### config.mk
export PLATFORM = sky130hd
export DESIGN_NAME = dram_read_cache
export DESIGN_NICKNAME = d
export VERILOG_FILES = /design/src/rtl/dram_read_cache.sv
export SDC_FILE = /design/constraint.sdc
export NUM_CORES = 2
export LEC_CHECK = 0
export CORE_UTILIZATION = 35
export DETAILED_ROUTE_END_ITERATION = 8
export SLEW_MARGIN = 20
export SYNTH_ARGS = -nofsm -noshare
export SYNTH_HDL_FRONTEND = slang
export SYNTH_SLANG_ARGS = --single-unit
### constraint.sdc
create_clock -name clk -period 5.6 [get_ports clk]
set_input_delay 0.84 -clock clk [delete_from_list [all_inputs] [get_ports clk]]
set_output_delay 0.84 -clock clk [all_outputs]
set_load 0.005 [all_outputs]
### src/rtl/dram_read_cache.sv
// Direct-mapped, write-through, one-word-per-line read cache sitting between the
// core's DRAM request port and the SDRAM controller.
module dram_read_cache #(
  parameter int INDEX_BITS = 6,
  parameter int ADDR_W     = 24
) (
  input  logic              clk,
  input  logic              rst_n,
  input  logic [ADDR_W-1:0] addr,
  input  logic              req_read,
  input  logic              req_write,
  input  logic [31:0]       data_in,
  output logic [31:0]       data_out,
  output logic              data_valid,
  output logic              write_complete,
  input  logic              flush,
  output logic [ADDR_W-1:0] mem_addr,
  output logic              mem_req_read,
  output logic              mem_req_write,
  output logic [31:0]       mem_data_out,
  input  logic [31:0]       mem_data_in,
  input  logic              mem_data_valid,
  input  logic              mem_write_complete,
  output logic [15:0]       hit_count,
  output logic [15:0]       miss_count
);

  localparam int LINES = 1 << INDEX_BITS;
  localparam int TAG_W = ADDR_W - INDEX_BITS;

  typedef enum logic [1:0] {
    ST_IDLE,
    ST_RD,
    ST_WR,
    ST_HOLD
  } state_t;

  state_t              state_q;
  logic [LINES-1:0]    valid_q;
  logic [ADDR_W-1:0]   lat_addr_q;
  logic [31:0]         lat_data_q;
  logic [31:0]         data_out_q;
  logic                data_valid_q;
  logic                write_complete_q;
  logic                mem_req_read_q;
  logic                mem_req_write_q;
  logic [15:0]         hit_count_q;
  logic [15:0]         miss_count_q;

  // Tag and data storage carry no reset; the valid vector alone qualifies them.
  logic [TAG_W-1:0]    tag_mem  [LINES];
  logic [31:0]         data_mem [LINES];

  logic [INDEX_BITS-1:0] req_idx;
  logic [TAG_W-1:0]      req_tag;
  logic [INDEX_BITS-1:0] fill_idx;
  logic [TAG_W-1:0]      fill_tag;
  logic                  lookup_hit;
  logic                  idle_flush;
  logic                  idle_write;
  logic                  idle_read;
  logic                  wr_hit_we;
  logic                  fill_we;

  assign req_idx  = addr[INDEX_BITS-1:0];
  assign req_tag  = addr[ADDR_W-1:INDEX_BITS];
  assign fill_idx = lat_addr_q[INDEX_BITS-1:0];
  assign fill_tag = lat_addr_q[ADDR_W-1:INDEX_BITS];

  assign lookup_hit = valid_q[req_idx] && (tag_mem[req_idx] == req_tag);

  // Flush outranks writes, and writes outrank reads, when several arrive together.
  assign idle_flush = (state_q == ST_IDLE) && flush;
  assign idle_write = (state_q == ST_IDLE) && !flush && req_write;
  assign idle_read  = (state_q == ST_IDLE) && !flush && !req_write && req_read;

  assign wr_hit_we = idle_write && lookup_hit;
  assign fill_we   = (state_q == ST_RD) && mem_data_valid;

  always_ff @(posedge clk) begin
    if (fill_we) begin
      data_mem[fill_idx] <= mem_data_in;
      tag_mem[fill_idx]  <= fill_tag;
    end else if (wr_hit_we) begin
      data_mem[req_idx]  <= data_in;
    end
  end

  always_ff @(posedge clk or negedge rst_n) begin
    if (!rst_n) begin
      state_q          <= ST_IDLE;
      valid_q          <= '0;
      lat_addr_q       <= '0;
      lat_data_q       <= '0;
      data_out_q       <= '0;
      data_valid_q     <= 1'b0;
      write_complete_q <= 1'b0;
      mem_req_read_q   <= 1'b0;
      mem_req_write_q  <= 1'b0;
      hit_count_q      <= '0;
      miss_count_q     <= '0;
    end else begin
      data_valid_q     <= 1'b0;
      write_complete_q <= 1'b0;
      unique case (state_q)
        ST_IDLE: begin
          if (idle_flush) begin
            valid_q <= '0;
          end else if (idle_write) begin
            lat_addr_q      <= addr;
            lat_data_q      <= data_in;
            mem_req_write_q <= 1'b1;
            state_q         <= ST_WR;
          end else if (idle_read && lookup_hit) begin
            data_out_q   <= data_mem[req_idx];
            data_valid_q <= 1'b1;
            if (hit_count_q != 16'hFFFF) hit_count_q <= hit_count_q + 16'd1;
            state_q      <= ST_HOLD;
          end else if (idle_read) begin
            lat_addr_q     <= addr;
            mem_req_read_q <= 1'b1;
            if (miss_count_q != 16'hFFFF) miss_count_q <= miss_count_q + 16'd1;
            state_q        <= ST_RD;
          end
        end
        ST_RD: begin
          if (mem_data_valid) begin
            valid_q[fill_idx] <= 1'b1;
            data_out_q        <= mem_data_in;
            data_valid_q      <= 1'b1;
            mem_req_read_q    <= 1'b0;
            state_q           <= ST_HOLD;
          end
        end
        ST_WR: begin
          if (mem_write_complete) begin
            write_complete_q <= 1'b1;
            mem_req_write_q  <= 1'b0;
            state_q          <= ST_HOLD;
          end
        end
        ST_HOLD: begin
          state_q <= ST_IDLE;
        end
        default: state_q <= ST_IDLE;
      endcase
    end
  end

  assign data_out       = data_out_q;
  assign data_valid     = data_valid_q;
  assign write_complete = write_complete_q;
  assign mem_addr       = lat_addr_q;
  assign mem_req_read   = mem_req_read_q;
  assign mem_req_write  = mem_req_write_q;
  assign mem_data_out   = lat_data_q;
  assign hit_count      = hit_count_q;
  assign miss_count     = miss_count_q;

endmodule

Yosys cells after proc, flatten, opt, wreduce, memory -nomap -nowiden --
Memories as Yosys holds them, arrays and structs flattened. Index checks and enable logic that the tools add are counted.
Storage, ports and cells: bits in registers 190, memory bits (writable) 3200, logic and storage cells 112, memories 2
Cells by class: add/subtract/negate cells 2, order comparisons 3, eq/ne operators 17, multiplexer cells 47, bitwise operators 4, reductions and logical operators 26
Memories:
- data_mem | depth 64, bits a word 32, rd ports 1, clocked after Yosys merged registers in 0, wr ports 1, line 52 | logic [31:0] data_mem [LINES];
- tag_mem | depth 64, bits a word 18, rd ports 1, clocked after Yosys merged registers in 0, wr ports 1, line 51 | logic [TAG_W-1:0] tag_mem [LINES];
Operator list (count):
- 32-bit 2-to-1 mux | 5
- 64-bit 2-to-1 mux | 2
- 64-bit one-hot mux with 2 select lines | 1
- 24-bit 2-to-1 mux | 3
- 64-bit bitwise OR | 1
- 32-bit one-hot mux with 2 select lines | 1
- 16-bit by 1-bit adder with 16-bit output (second input constant) | 2
- 16-bit inequality test (second input constant) | 2
- 32-bit OR reduction | 1
- 1-bit 2-to-1 mux | 22
- 18-bit equality test | 1
- 2-bit inequality test (second input constant) | 9
- 6-bit by 7-bit < comparator with 1-bit output (second input constant) | 2
- 2-bit 2-to-1 mux | 6
- 4-bit AND reduction | 3
- 6-bit AND reduction | 2
- 1-bit logical AND | 10
- 5-bit AND reduction | 2
- 2-bit one-hot mux with 4 select lines | 1
- 1-bit binary-select mux with 6-bit select | 1
- 1-bit demux with 6-bit select | 1
- 6-bit by 1-bit >= comparator with 1-bit output (second input constant) | 1
- 6-bit 2-to-1 mux | 1
- 1-bit one-hot mux with 2 select lines | 3
- 9 further kinds | 16

Logic depth before layout (Yosys ltp) --
depth in word-level cells 9, mapped depth 18, depth with buffers taken out 10

Worst setup path after synthesis --
OpenSTA, ideal clock, no wires.
kind input -> register, start in addr[0], end mem data_mem[0][0] (enable), setup time 470 ps, arrival time 6339 ps, required time 5130 ps, setup slack -1209 ps, cell stages on the path 15, path through buf_6 -> buf_12 -> buf_4 -> buf_2 -> mux2i_1 -> a22oi_1 -> a21oi_1 -> nor4_1 -> mux2_2 -> a2111oi_4 -> nand4b_2 -> nor4_4 -> nand2_1 -> clkbuf_1 -> o31ai_1
On the way: word-level cells in the longest chain between the ends 9, elaborated cells on any way between the ends 12
RTL lines:
- from (decl) | line 9 | input logic [ADDR_W-1:0] addr,
- memory 64 x 18 bit / 1-bit binary-select mux with 6-bit select (equally long branches)
- 18-bit equality test / 1-bit 2-to-1 mux (equally long branches) | line 70 | assign lookup_hit = valid_q[req_idx] && (tag_mem[req_idx] == req_tag);
- 1-bit logical AND | line 70
- 1-bit logical AND | line 77 | assign wr_hit_we = idle_write && lookup_hit;
- 1-bit 2-to-1 mux | line 84 | end else if (wr_hit_we) begin
- 1-bit 2-to-1 mux | line 81 | if (fill_we) begin
- 1-bit 2-to-1 mux (implied by the code) | line 85 | data_mem[req_idx] <= data_in;
- 32-bit OR reduction (no line)
- 6-bit 2-to-1 mux (no line) / 1-bit 2-to-1 mux (equally long branches)
- to (decl) | line 52
Parallel ways exist; a longest one is shown, timed or not. The select of a mux whose other input is x is not followed.

Worst setup path in the final report --
start in addr[0], end mem data_mem[31][4] (data pin)
On the way: word-level cells in the longest chain between the ends 9, elaborated cells on any way between the ends 11
RTL lines (line):
- memory 64 x 18 bit / 1-bit binary-select mux with 6-bit select (equally long branches)
- 18-bit equality test / 1-bit 2-to-1 mux (equally long branches) | 70
- 1-bit logical AND * | 70
- 1-bit logical AND * | 77
- 1-bit 2-to-1 mux * | 84
- 1-bit 2-to-1 mux * | 81
- 1-bit 2-to-1 mux (implied by the code) * | 85
- 32-bit OR reduction (no line) *
- 32-bit 2-to-1 mux (no line) *
Mark *: on every way between the ends. The rest lies on a longest branch, timed or not. The select of a mux whose other input is x is not followed.

==> flow_metrics.py <==
metrics = {
    "run_status": {
        "status": "finished clean",
    },
    "cts": {
        "cts.sinks": 3390,
        "post_cts_buffers": 0,
        "htreeDepth": 5,
        "cts_buffers": 355,
        "cts_resized": 0,
        "clk_pin_slew_worst_paths_ps": 60,
        "hold_buffers": 1,
        "cts_tree": "done",
        "clk_path_buf_depth": 4,
        "clock_latency_ps": 950,
        "root_buffer": "clkbuf_16",
    },
    "synth": {
        "async_reset_ff_share_pct": 5.60,
        "syn_area_um2": 132000,
        "synth_flop_cell": "edfxtp_1",
        "ys_seq_area_share_pct": 76.2,
        "synth_edf_count": 3200,
        "yosys.area.top_type": "edfxtp_1",
        "ys_ff_latch": 3390,
        "synth_top_area_share_pct": 72.6,
        "synthCells": 6030,
        "ys_top_cells_by_area": "edfxtp_1 (73%), mux4_2 (14%), dfrtp_1 (3.6%)",
        "syn_nets": 6130,
        "synth_cell_types": 84,
        "ys_warn_count": 0,
        "syn_area_per_cell_um2": 21.9,
    },
    "sta": {
        "slew_violations": 0,
        "fin_crit_sh_pct": 87.2,
        "worst_pin_slew_ps": 1210,
        "clock.fmax_mhz": 205,
        "setup_viol": 0,
        "fin_hold_ws_ps": 453,
        "maxSlewHeadroom_pct": 19.4,
        "worst_slack_ps": 715,
        "rsz0062_at_grt": "no",
        "period_minus_slack_ps": 4890,
        "hold_viol_final": 0,
        "clock-skew-final_ps": 64.1,
    },
    "place": {
        "gp_congestion": 0.875,
        "port_buffers": 218,
        "placed_cell_area_um2": 146000,
        "place_ws_ps": -142,
        "dp_hpwl_um": 238000,
        "dp_cells": 11300,
    },
    "die": {
        "die_h_um": 617,
        "die_w_um": 617,
        "rows": 225,
        "start_util_pct": 35.2,
        "pin_count": 219,
        "coreArea_um2": 376000,
        "dieArea_um2": 381000,
    },
    "route": {
        "via_per_inst": 5.60,
        "num_vias": 67200,
        "ant_nets": 0,
        "wire_per_inst_um": 31.9,
        "remaining_drc_errors": 0,
        "drt-initial-drc-count": 8469,
        "finalWirelength_um": 383000,
        "dr.pass1.iters": 5,
    },
    "setup_path": {
        "crit_type": "primary input to flip-flop",
        "crit_required_ps": 6200,
        "start_kind": "primary input",
        "crit_arrival_ps": 5490,
        "cp-end-kind": "flip-flop",
        "cp_max_fo": 48,
    },
    "finish": {
        "fin_nets": 6814,
        "fin_area_um2": 157000,
        "syn_to_final_growth_pct": 18.5,
        "postLayoutCoreUtil_pct": 41.7,
        "fin_cells": 12000,
        "drive_above_1_share_pct": 29.9,
    },
    "min_path": {
        "hold_class": "primary input to asynchronous set/reset pin",
    },
    "run": {
        "cap_violations": 0,
    },
    "global_route": {
        "grtUsageTotal_pct": 19.8,
        "grt_pass1_wl_um": 534000,
        "grt_pass1_vias": 67200,
        "antenna_found_initial": 14,
        "grt_max_degree": 139,
        "grt-ovfl-total": 0,
    },
    "power_and_ir_drop": {
        "peakVddDrop_uv": 546,
        "power_density_nw_per_um2": 389,
        "p_leak_uw": 0.0506,
    },
}
-- worst max-delay path, stage by stage --
cell and delay, ps:
buf_16 330, buf_12 350, mux4_2 540, mux2i_1 420, nor2_1 120, o41a_1 430, a2111oi_0 550, buf_4 230
a211o_1 230, nor4_4 90, nand2_4 180, buf_12 320, mux2_2 430, buf_12 180
-- report_power, final --
| group | switching, µW | total (µW) | internal (µW) |
|---|---|---|---|
| registers | 499 | 30400 | 29900 |
| clock network | 9870 | 23000 | 13100 |
| logic | 4990 | 7710 | 2720 |
-- routing by layer --
metal / up-vias / GRT usage, % / wire (µm)
li1: 26800 / - / -
met1: 36500 / 26.7 / 153000
met2: 3205 / 32.4 / 185000
met3: 614 / 3.90 / 32200
met4: 8 / 5.98 / 12600
met5: - / 0.391 / 251
-- cell type report --
type / count / area, µm²
multi-input cells: 2246 / 30800
inverters: 52 / 204
well taps: 4994 / 6250
repair buffers: 669 / 7520
flip-flops and latches: 3390 / 101000
clock buffers: 451 / 9450
diodes: 12 / 30.0
fillers: 32500 / 219000
clock inverters: 189 / 1750
-- cell usage after synthesis (all sizes together), types with 11 or more instances --
master / number
or3: 15
a22oi: 116
o32ai: 26
nor2b: 11
buf: 159
nor4: 21
clkbuf: 183
inv: 52
mux4: 845
xor2: 31
nand2b: 15
nor2: 153
mux2i: 273
dfrtp: 190
o21ai: 18
nand2: 102
nor3: 26
and3: 18
o31ai: 39
edfxtp: 3200
nand3: 54
nand4: 15
o22ai: 40
mux2: 173
a21oi: 107
-- kinds of logic after synthesis --
kind of cell,count (synthesis),synth area share (%)
DFF,3390,76.2
muxes,1291,17.9
and+or+nand+nor,492,1.89
AOI/OAI and AO/OA,419,2.20
buffers and inverters,394,1.47
xor gates and xnor gates,39,0.258
adders and majority gates,5,0.0473
-- through the flow --
stage / total power [µW] / TNS [ps]
floorplan: 34300 / -990910
global placement: 38400 / -27570
detailed placement: 38700 / -52870
CTS: 61400 / 0
global route: 62700 / 0
finish: 61100 / 0
-- placed cells by master (no fill, tap or decap), types with 17 or more instances in the layout --
master and n:
edfxtp_1 3200, mux4_2 838, dfrtp_1 172, o21ai_0 17, buf_12 151, o22ai_1 36, clkdlybuf4s50_1 211, mux2_2 141
and3_1 18, mux2_1 32, clkinv_2 59, clkinv_1 65, buf_4 298, mux2i_1 273, nand3_1 54, dfrtp_2 18
nor2_2 23, o32ai_4 26, a21oi_1 103, o31ai_4 35, bufinv_16 24, clkbuf_1 82, a22oi_1 116, nand2_1 100
nor3_1 21, clkbuf_16 361, xor2_1 31, nor2_1 119, inv_1 49
-- flip-flops by register name (all words and copies together), names as in the netlist --
signal          flops
miss_count         16
data_valid          1
state_q             2
mem_req_read        1
mem_data_out       32
mem_req_write       1
data_out           32
data_mem         2048
mem_addr           24
hit_count          16
tag_mem          1152
write_complete      1
valid_q            64
-- final timing paths --
kind | endpoint | slack [ps] | start | cells after the start
min in group clk | valid_q[1] | 490 | valid_q[1] | 2
setup reg to reg | hit_count[14] | 910 | tag_mem[41][2] | 14
hold / removal | mem_data_out[20] | 450 | rst_n | 2
setup / recovery | data_mem[31][4] | 710 | addr[0] | 14
hold reg to reg | valid_q[1] | 490 | valid_q[1] | 2
max in group asynchronous | mem_data_out[24] | 3710 | rst_n | 4
Note: power is estimated with default switching activity, not from simulation.
